File: config.mk
export PLATFORM = sky130hd
export DESIGN_NAME = axi_wr_arbiter
export DESIGN_NICKNAME = d
export VERILOG_FILES = /design/src/rtl/axi_arb_pkg.sv /design/src/rtl/rr_arb2.sv /design/src/rtl/axi_wr_arbiter.sv
export SDC_FILE = /design/constraint.sdc
export NUM_CORES = 1
export LEC_CHECK = 0
export ABC_AREA = 1
export CORE_AREA = 2 2 119 121
export CTS_CLUSTER_DIAMETER = 150
export CTS_CLUSTER_SIZE = 16
export DETAILED_ROUTE_END_ITERATION = 8
export DIE_AREA = 0 0 121 123
export PLACE_DENSITY = 0.58
export RECOVER_POWER = 100
export REMOVE_ABC_BUFFERS = 1
export SYNTH_ARGS = -nofsm -noshare
export SYNTH_HDL_FRONTEND = slang
export SYNTH_SLANG_ARGS = --single-unit
File: constraint.sdc
create_clock -name clk -period 2.1 [get_ports clk]
set_clock_uncertainty 0.1 [all_clocks]
set_input_delay 0.42 -clock clk [delete_from_list [all_inputs] [get_ports clk]]
set_output_delay 0.42 -clock clk [all_outputs]
set_load 0.01 [all_outputs]
File: src/rtl/axi_arb_pkg.sv
// Shared types and constants for the two-master AXI write-path arbiter.
package axi_arb_pkg;

  localparam int unsigned DefIdW   = 4;
  localparam int unsigned DefAddrW = 32;
  localparam int unsigned DefDataW = 32;

  localparam logic [1:0] RespOkay   = 2'b00;
  localparam logic [1:0] RespSlverr = 2'b10;

  typedef enum logic [1:0] {
    StIdle,
    StAddr,
    StData,
    StResp
  } arb_state_e;

endpackage

File: src/rtl/rr_arb2.sv
// Two-way round-robin grant: on a tie the requester that did not own the bus last wins.
module rr_arb2 (
  input  logic [1:0] req,
  input  logic       last,
  output logic       gnt_idx,
  output logic       gnt_valid
);

  assign gnt_valid = |req;
  assign gnt_idx   = (&req) ? ~last : req[1];

endmodule

File: src/rtl/axi_wr_arbiter.sv
// Two-to-one AXI write arbiter; grant held from AW handshake through B handshake,
// with WLAST toward the slave regenerated from AWLEN.
module axi_wr_arbiter
  import axi_arb_pkg::*;
#(
  parameter int unsigned ID_W   = DefIdW,
  parameter int unsigned ADDR_W = DefAddrW,
  parameter int unsigned DATA_W = DefDataW
) (
  input  logic              clk,
  input  logic              ARESETn,
  input  logic [ID_W-1:0]   m0_AWID,
  input  logic [ADDR_W-1:0] m0_AWADDR,
  input  logic [7:0]        m0_AWLEN,
  input  logic [2:0]        m0_AWSIZE,
  input  logic [1:0]        m0_AWBURST,
  input  logic              m0_AWVALID,
  output logic              m0_AWREADY,
  input  logic [ID_W-1:0]   m0_WID,
  input  logic [DATA_W-1:0] m0_WDATA,
  input  logic [DATA_W/8-1:0] m0_WSTRB,
  input  logic              m0_WLAST,
  input  logic              m0_WVALID,
  output logic              m0_WREADY,
  output logic [ID_W-1:0]   m0_BID,
  output logic [1:0]        m0_BRESP,
  output logic              m0_BVALID,
  input  logic              m0_BREADY,
  input  logic [ID_W-1:0]   m1_AWID,
  input  logic [ADDR_W-1:0] m1_AWADDR,
  input  logic [7:0]        m1_AWLEN,
  input  logic [2:0]        m1_AWSIZE,
  input  logic [1:0]        m1_AWBURST,
  input  logic              m1_AWVALID,
  output logic              m1_AWREADY,
  input  logic [ID_W-1:0]   m1_WID,
  input  logic [DATA_W-1:0] m1_WDATA,
  input  logic [DATA_W/8-1:0] m1_WSTRB,
  input  logic              m1_WLAST,
  input  logic              m1_WVALID,
  output logic              m1_WREADY,
  output logic [ID_W-1:0]   m1_BID,
  output logic [1:0]        m1_BRESP,
  output logic              m1_BVALID,
  input  logic              m1_BREADY,
  output logic [ID_W-1:0]   s_AWID,
  output logic [ADDR_W-1:0] s_AWADDR,
  output logic [7:0]        s_AWLEN,
  output logic [2:0]        s_AWSIZE,
  output logic [1:0]        s_AWBURST,
  output logic              s_AWVALID,
  input  logic              s_AWREADY,
  output logic [ID_W-1:0]   s_WID,
  output logic [DATA_W-1:0] s_WDATA,
  output logic [DATA_W/8-1:0] s_WSTRB,
  output logic              s_WLAST,
  output logic              s_WVALID,
  input  logic              s_WREADY,
  input  logic [ID_W-1:0]   s_BID,
  input  logic [1:0]        s_BRESP,
  input  logic              s_BVALID,
  output logic              s_BREADY,
  output logic              grant,
  output logic              busy,
  output logic              wlast_err
);

  arb_state_e state_q, state_d;
  logic       grant_q, grant_d;
  logic       last_q, last_d;
  logic [7:0] beat_cnt_q, beat_cnt_d;

  logic gnt_idx, gnt_valid;
  logic aw_valid_sel, w_valid_sel, w_last_sel, b_ready_sel;
  logic beat_last;

  rr_arb2 u_rr_arb2 (
    .req       ({m1_AWVALID, m0_AWVALID}),
    .last      (last_q),
    .gnt_idx   (gnt_idx),
    .gnt_valid (gnt_valid)
  );

  // Payload fields follow the owner unconditionally; only valids/readies are state-gated.
  assign s_AWID    = grant_q ? m1_AWID    : m0_AWID;
  assign s_AWADDR  = grant_q ? m1_AWADDR  : m0_AWADDR;
  assign s_AWLEN   = grant_q ? m1_AWLEN   : m0_AWLEN;
  assign s_AWSIZE  = grant_q ? m1_AWSIZE  : m0_AWSIZE;
  assign s_AWBURST = grant_q ? m1_AWBURST : m0_AWBURST;
  assign s_WID     = grant_q ? m1_WID     : m0_WID;
  assign s_WDATA   = grant_q ? m1_WDATA   : m0_WDATA;
  assign s_WSTRB   = grant_q ? m1_WSTRB   : m0_WSTRB;

  assign aw_valid_sel = grant_q ? m1_AWVALID : m0_AWVALID;
  assign w_valid_sel  = grant_q ? m1_WVALID  : m0_WVALID;
  assign w_last_sel   = grant_q ? m1_WLAST   : m0_WLAST;
  assign b_ready_sel  = grant_q ? m1_BREADY  : m0_BREADY;

  assign m0_BID   = s_BID;
  assign m0_BRESP = s_BRESP;
  assign m1_BID   = s_BID;
  assign m1_BRESP = s_BRESP;

  assign beat_last = (beat_cnt_q == 8'd0);
  assign grant     = grant_q;
  assign busy      = (state_q != StIdle);

  always_comb begin
    state_d    = state_q;
    grant_d    = grant_q;
    last_d     = last_q;
    beat_cnt_d = beat_cnt_q;
    s_AWVALID  = 1'b0;
    s_WVALID   = 1'b0;
    s_WLAST    = 1'b0;
    s_BREADY   = 1'b0;
    m0_AWREADY = 1'b0;
    m1_AWREADY = 1'b0;
    m0_WREADY  = 1'b0;
    m1_WREADY  = 1'b0;
    m0_BVALID  = 1'b0;
    m1_BVALID  = 1'b0;
    wlast_err  = 1'b0;
    unique case (state_q)
      StIdle: begin
        if (gnt_valid) begin
          grant_d = gnt_idx;
          state_d = StAddr;
        end
      end
      StAddr: begin
        s_AWVALID  = aw_valid_sel;
        m0_AWREADY = ~grant_q & s_AWREADY;
        m1_AWREADY = grant_q & s_AWREADY;
        if (aw_valid_sel && s_AWREADY) begin
          beat_cnt_d = s_AWLEN;
          state_d    = StData;
        end
      end
      StData: begin
        s_WVALID  = w_valid_sel;
        s_WLAST   = beat_last;
        m0_WREADY = ~grant_q & s_WREADY;
        m1_WREADY = grant_q & s_WREADY;
        if (w_valid_sel && s_WREADY) begin
          wlast_err = (w_last_sel != beat_last);
          if (beat_last) state_d = StResp;
          else           beat_cnt_d = beat_cnt_q - 8'd1;
        end
      end
      StResp: begin
        s_BREADY  = b_ready_sel;
        m0_BVALID = ~grant_q & s_BVALID;
        m1_BVALID = grant_q & s_BVALID;
        if (s_BVALID && b_ready_sel) begin
          last_d  = grant_q;
          state_d = StIdle;
        end
      end
      default: state_d = StIdle;
    endcase
  end

  always_ff @(posedge clk or negedge ARESETn) begin
    if (!ARESETn) begin
      state_q    <= StIdle;
      grant_q    <= 1'b0;
      last_q     <= 1'b1;
      beat_cnt_q <= 8'd0;
    end else begin
      state_q    <= state_d;
      grant_q    <= grant_d;
      last_q     <= last_d;
      beat_cnt_q <= beat_cnt_d;
    end
  end

endmodule

==> results of run 1 <==
[flip-flops by register name, summed over array words and instances, names as in the netlist]
| signal | count |
|---|---|
| last_q | 1 |
| state_q | 2 |
| beat_cnt_q | 8 |
| grant | 1 |
[layout by cell type, fill, tap and decap left out, drive strengths merged]
cell           instances
a21oi                  3
buf                   87
bufbuf                 1
clkbuf                33
clkdlybuf4s15         19
clkdlybuf4s50        191
clkinv                 2
dfrtp                 11
dfstp                  1
dlygate4sd2           27
dlygate4sd3            1
dlymetal6s2s           2
ha                     6
inv                   23
mux2i                  1
nand2                329
nand3                 14
nand3b                 1
nand4                  2
nor2                  18
nor3                   4
o21a                   2
o21ai                 10
o21bai                 2
or2                    2
[per-stage QoR]
stage	instance area, sq um	utilization
2_1_floorplan	2050	-
3_3_place_gp	5600	0.412
3_5_place_dp	5600	0.412
4_1_cts	5780	0.425
5_1_grt	5760	0.423
6_report	5760	0.423
[worst min-delay path by stage]
stage / to / cells after the start
6_report: last_q / 2
5_1_grt: last_q / 2
4_1_cts: last_q / 2
3_5_place_dp: last_q / 2
3_3_place_gp: last_q / 2
2_1_floorplan: beat_cnt_q[0] / 0
[logic make-up (layout without fill, tap and decap cells)]
kind of cell,after synthesis,count (layout)
adder cells (fa/ha/maj),6,6
AO/OA/AOI/OAI,17,17
AND/OR/NAND/NOR,370,370
multiplexers,1,1
buffers and inverters,60,386
flip-flops,12,12
[routing by layer]
layer	global-route usage	up-vias	share of wire
li1	-	2044	-
met1	0.172	1726	0.37
met2	0.325	221	0.48
met3	0.0849	19	0.14
met4	0.0313	0	0.016
met5	0	-	0
[cell type report]
class,count,area (sq um),share of cell area
timing repair buffer,357,3310,0.575
clock buffer,4,88.8,0.0154
tap,180,225,0.0391
multi-input combinational,394,1720,0.299
inverter,25,106,0.0185
sequential,12,305,0.0530
[worst register-to-register path: stages (launching register included)]
cell and delay [ns]:
dfrtp_4 0.50, clkinv_8 0.09, buf_6 0.12, buf_8 0.12, buf_16 0.13, or2_1 0.22
o21a_1 0.11, buf_4 0.13, buf_4 0.12, nand2_1 0.05, nand2_1 0.05, nand2_1 0.06
nand2_1 0.04
[repair_timing]
action	4_1_cts	5_1_grt
hold buffers	0	0
gates cloned	3	0
endpoints found under the setup margin	101	59
gates resized for setup	196	90
pin swaps	1	1
buffers inserted	11	6
[power by group through the flow]
stage	Sequential, mW	Combinational [mW]	Clock [mW]
after floorplan	0.628	2.27	0
after global placement	0.465	5.59	0
after detailed placement	0.466	5.65	0
after CTS	0.476	5.67	0.411
after global routing	0.485	6.27	0.421
final	0.472	5.67	0.403
==> impl_metrics.ini, run 1 <==
[status]
status = finished with violations
violations = setup timing

[synth]
synth_ff_type = dfrtp_1
synthMuxAreaShare = 0.00442
synth_xor_area_frac = 0
avgSynthCellArea_sq_um = 4.86
yosysTopAreaCellShare = 0.534
synth_cells = 466
synthMostInstantiatedCell = nand2_1
ys_ff_latch = 12
synth_compound_area_frac = 0.0503
synth_fa_ha_area_frac = 0.0332
ys_types = 31
yosysSeqAreaShare = 0.133
yosysWarnings = 0
synth-edff-count = 0
synthSimpleGateAreaFrac = 0.643
synth_top_family_by_area = simple AND/OR/NAND/NOR gates
synth_area_leaders = nand2_1, dfrtp_1, buf_4, inv_1, ha_1
synth_area_sq_um = 2260
synth-async-reset-ratio = 1.00
synth_common_cells = nand2_1, inv_1, nor2_1
synth_top_area_cell = nand2_1

[worst_hold_path]
timing.hold.worst.class = flip-flop to flip-flop
hp-start = last_q

[sta]
min_period_over_period = 1.05
slew_headroom = 0.578
hold_slack_ns = 0.388
rsz0062_at_grt = yes
post-route-min-period_ns = 2.20
drv_slew = 0
hold_viol_final = 0
fmax_ghz = 0.455
setup_tns_ns = -0.320
fin_ws_ns = -0.0960
tightest_slew_ns = 0.631
setup_viol = 4

[pwr]
cell_internal_pwr_mw = 3.42
swShare = 0.478
power_switching_mw = 3.13
ir_drop_mv = 0.474
p_seq_frac = 0.072
combinationalPowerShare = 0.866
power_per_cell_area_nw_per_um2 = 1140
p_total_mw = 6.55
p_leak_nw = 3.03
p_clk_frac = 0.062

[clock_tree]
insertion_delay_ns = 0.25
htreeDepth = 1
cts_buffer_depth = 2
cts_made_buffers = 3
clk_pin_slew_worst_paths_ns = 0.04
cts_tree = yes
cts_sinks = 12
root_buffer = clkbuf_16

[setup_path]
crit_path_cell_trace = clkinv_8 > buf_6 > buf_8 > buf_16 > or2_1 > o21a_1 > buf_2
endpoint_kind = output port
reg2reg_depth = 12
crit_path_max_incr_delay_ns = 0.50
path_depth = 7
worstReg2RegEnd = beat_cnt_q[4]
startpoint_type = flip-flop
startpoint = grant
reg2reg_slack_ns = 0.16
worstSetupPathType = flip-flop to output port
path_buf_inv = 5
endpoint = s_AWLEN[4]
arrival_ns = 1.68
path_max_fanout = 7
worstPathRequired_ns = 1.58
slowest_stage = dfrtp_4
r2r_start = grant
crit_family = buffers and inverters

[routing]
detail_route.wl_per_cell_microns = 13.9
drt_wl_total_mm = 13.5
drt_iter0_drc = 115
drc = 0
drtPass1Iterations = 4
routed_via_density = 4.13
dr_total_vias = 4010
antenna_left = 0

[final_layout]
drive_gt1_frac = 0.191
n_antenna_cell = 0
final_nets = 996
syn_to_final_growth_pct = 154
layout.cells.non_filler = 972
fillCellCount = 1454

[place]
dpl_worst_slack_ns = -0.360
place_congestion = 0.886
dp_cells = 950
numPortBuffers = 292
post-dp-hpwl_mm = 11.2

[floorplan]
io_pins = 311
start_util = 0.166
dieArea_sq_um = 14900
core_sq_um = 13600
die-height_microns = 123
die_width_microns = 121
rows = 43

[global_routing]
grt_pass1_wl_mm = 20.0
grt_overflow = 0
track_usage = 0.172
grt_pass1_vias = 4010
antenna_found_initial = 0
grt_max_degree = 30

[run]
drv_cap = 0
(Power assumes the default switching activity.)
==> inputs of run 2 (changes only) <==
CORE_AREA = 2 2 120 122   (was 2 2 119 121)
CTS_CLUSTER_DIAMETER = unset   (was 150)
DIE_AREA = 0 0 122 124   (was 0 0 121 123)
PLACE_DENSITY = 0.57   (was 0.58)
SYNTH_HIERARCHICAL = 1   (was unset)
==> impl_metrics.ini, run 2 <==
[status]
status = finished with violations
violations = setup timing

[floorplan]
dieArea_sq_um = 15100
die-height_microns = 124
start_util = 0.167
io_pins = 311
core_sq_um = 13700
rows = 43
die_width_microns = 122

[routing]
routed_via_density = 4.12
drt_wl_total_mm = 15.3
detail_route.wl_per_cell_microns = 15.9
drt_iter0_drc = 164
antenna_left = 0
dr_total_vias = 3960
drc = 0
drtPass1Iterations = 4

[synth]
synth_area_leaders = nand2_1, dfrtp_1, buf_4, inv_1, ha_1
synth_area_sq_um = 2280
synth-edff-count = 0
avgSynthCellArea_sq_um = 4.85
yosysSeqAreaShare = 0.132
synth_common_cells = nand2_1, inv_1, buf_4
synth_cells = 471
ys_ff_latch = 12
yosysTopAreaCellShare = 0.531
synth-async-reset-ratio = 1.00
synth_top_area_cell = nand2_1
synth_ff_type = dfrtp_1
ys_types = 28
yosysWarnings = 6
synthMostInstantiatedCell = nand2_1

[final_layout]
largest_register_ffs = 8
fillCellCount = 1433
largest_register = beat_cnt_q
final_nets = 987
multi_input_area_sq_um = 1710
design_area_sq_um = 5940
drive_gt1_frac = 0.124
final_cell_mix = nand2_1, clkdlybuf4s50_1, dlymetal6s2s_1, buf_4, dlygate4sd2_1
ff_latch_area_sq_um = 303
syn_to_final_growth_pct = 160
n_antenna_cell = 0
reg_top3 = beat_cnt_q: 8 flops, state_q: 2 flops
layout_commonest_cell = nand2_1

[sta]
fin_ws_ns = -0.164
setup_viol = 3
min_period_over_period = 1.08
fmax_ghz = 0.442
tightest_slew_ns = 0.737
slew_headroom = 0.508
drv_slew = 0
post-route-min-period_ns = 2.26
rsz0062_at_grt = yes
setup_tns_ns = -0.437
hold_viol_final = 0

[pwr]
power_per_cell_area_nw_per_um2 = 1090
p_seq_frac = 0.070
p_leak_nw = 3.47
ir_drop_mv = 0.561
combinationalPowerShare = 0.870
swShare = 0.472
cell_internal_pwr_mw = 3.43
power_switching_mw = 3.07
p_clk_frac = 0.060

[setup_path]
arrival_ns = 1.74
path_depth = 5
slowest_stage = clkdlybuf4s50_1
endpoint_kind = output port
path_buf_inv = 3
worstSetupPathType = flip-flop to output port
crit_path_max_incr_delay_ns = 0.54
startpoint_type = flip-flop
crit_path_cell_trace = buf_12 > buf_12 > nand2_1 > nand2_1 > clkdlybuf4s50_1
crit_family = buffers and inverters
startpoint = grant
r2r_start = grant
reg2reg_depth = 11
worstPathRequired_ns = 1.58
path_max_fanout = 18

[clock_tree]
insertion_delay_ns = 0.24
hold_buffers = 0
cts_buffer_depth = 2
root_buffer = clkbuf_16
cts_tree = yes
cts_sinks = 12
htreeDepth = 1
cts_made_buffers = 3
clk_pin_slew_worst_paths_ns = 0.05

[global_routing]
grt_overflow = 0
grtUsageMet3 = 0.108
grt_use_met1 = 0.195
track_usage = 0.184
grt_busiest_layer = met2
grt_pass1_vias = 3814
antenna_found_initial = 1
grt_max_degree = 34
gr-usage-met2 = 0.322
grt_pass1_wl_mm = 21.2

[place]
post-dp-hpwl_mm = 12.1
place_congestion = 0.832
numPortBuffers = 292
placed_cell_area_sq_um = 5560

[run]
drv_cap = 0

[worst_hold_path]
timing.hold.worst.class = flip-flop to flip-flop
hp-start = last_q
min_path_cells = 2
run 2: layout make-up:
class	instances	area share
clock buffer	4	0.0150
sequential	12	0.0510
tap	180	0.0379
multi-input combinational	397	0.288
inverter	27	0.0183
timing repair buffer	342	0.590
run 2: power groups by stage:
stage | Combinational [mW] | Clock [mW] | Sequential (mW)
after floorplan | 2.18 | 0 | 0.615
after detailed placement | 5.43 | 0 | 0.432
final | 5.65 | 0.393 | 0.452
after global placement | 5.37 | 0 | 0.428
after global routing | 6.19 | 0.415 | 0.469
after CTS | 5.57 | 0.403 | 0.438
run 2: metrics by stage:
stage	worst slack, ns	utilization	total power [mW]	instances	hold WS [ns]
floorplan	-2.06	-	2.80	436	0.0244
global placement	-0.536	0.405	5.80	946	0.366
detailed placement	-0.550	0.405	5.87	946	0.379
CTS	-0.246	0.418	6.42	955	0.386
global route	-0.217	0.433	7.07	962	0.413
finish	-0.164	0.433	6.50	962	0.385
run 2: final timing paths:
kind / slack (ns) / endpoint
setup / recovery: -0.16 / s_AWADDR[27]
hold / removal: 0.39 / last_q
setup reg to reg: 0.23 / beat_cnt_q[5]
hold reg to reg: 0.39 / last_q
max in group asynchronous: 0.74 / grant
min in group asynchronous: 0.65 / beat_cnt_q[4]
run 2: routing by layer:
metal  up-vias  share of wire
met1      1727           0.37
li1       2027              -
met2       189           0.47
met5         -        0.00085
met4         2         0.0087
met3        15           0.15
run 2: kinds of logic (layout without fill, tap and decap cells):
group	Yosys count	count (layout)	synth area share
and+or+nand+nor	371	371	0.636
adders and majority gates	7	7	0.0383
AOI/OAI and AO/OA	19	19	0.0537
DFF	12	12	0.132
buffers and inverters	62	373	0.140
run 2: what timing repair did:
action                                 CTS  global route
cloned                                   3             1
buffers inserted                         2             7
resized for setup                       72           108
endpoints found under the hold margin    0             0
pin swaps                                0             6
setup endpoints to repair              100            72
run 2: worst reg2reg max path, stage by stage, from the launching register on:
cell	delay, ns
dfrtp_2	0.46
inv_8	0.07
buf_6	0.12
buf_4	0.14
buf_12	0.14
nand2_2	0.06
nand3_1	0.07
nand2_1	0.10
nand2_1	0.09
a21oi_2	0.30
nand2_1	0.09
nand2_1	0.08
==> inputs of run 3 (changes only) <==
SLEW_MARGIN = 20   (was unset)
==> results of run 3 <==
No change in the layout: final DEF, timing and power equal those of run 2.
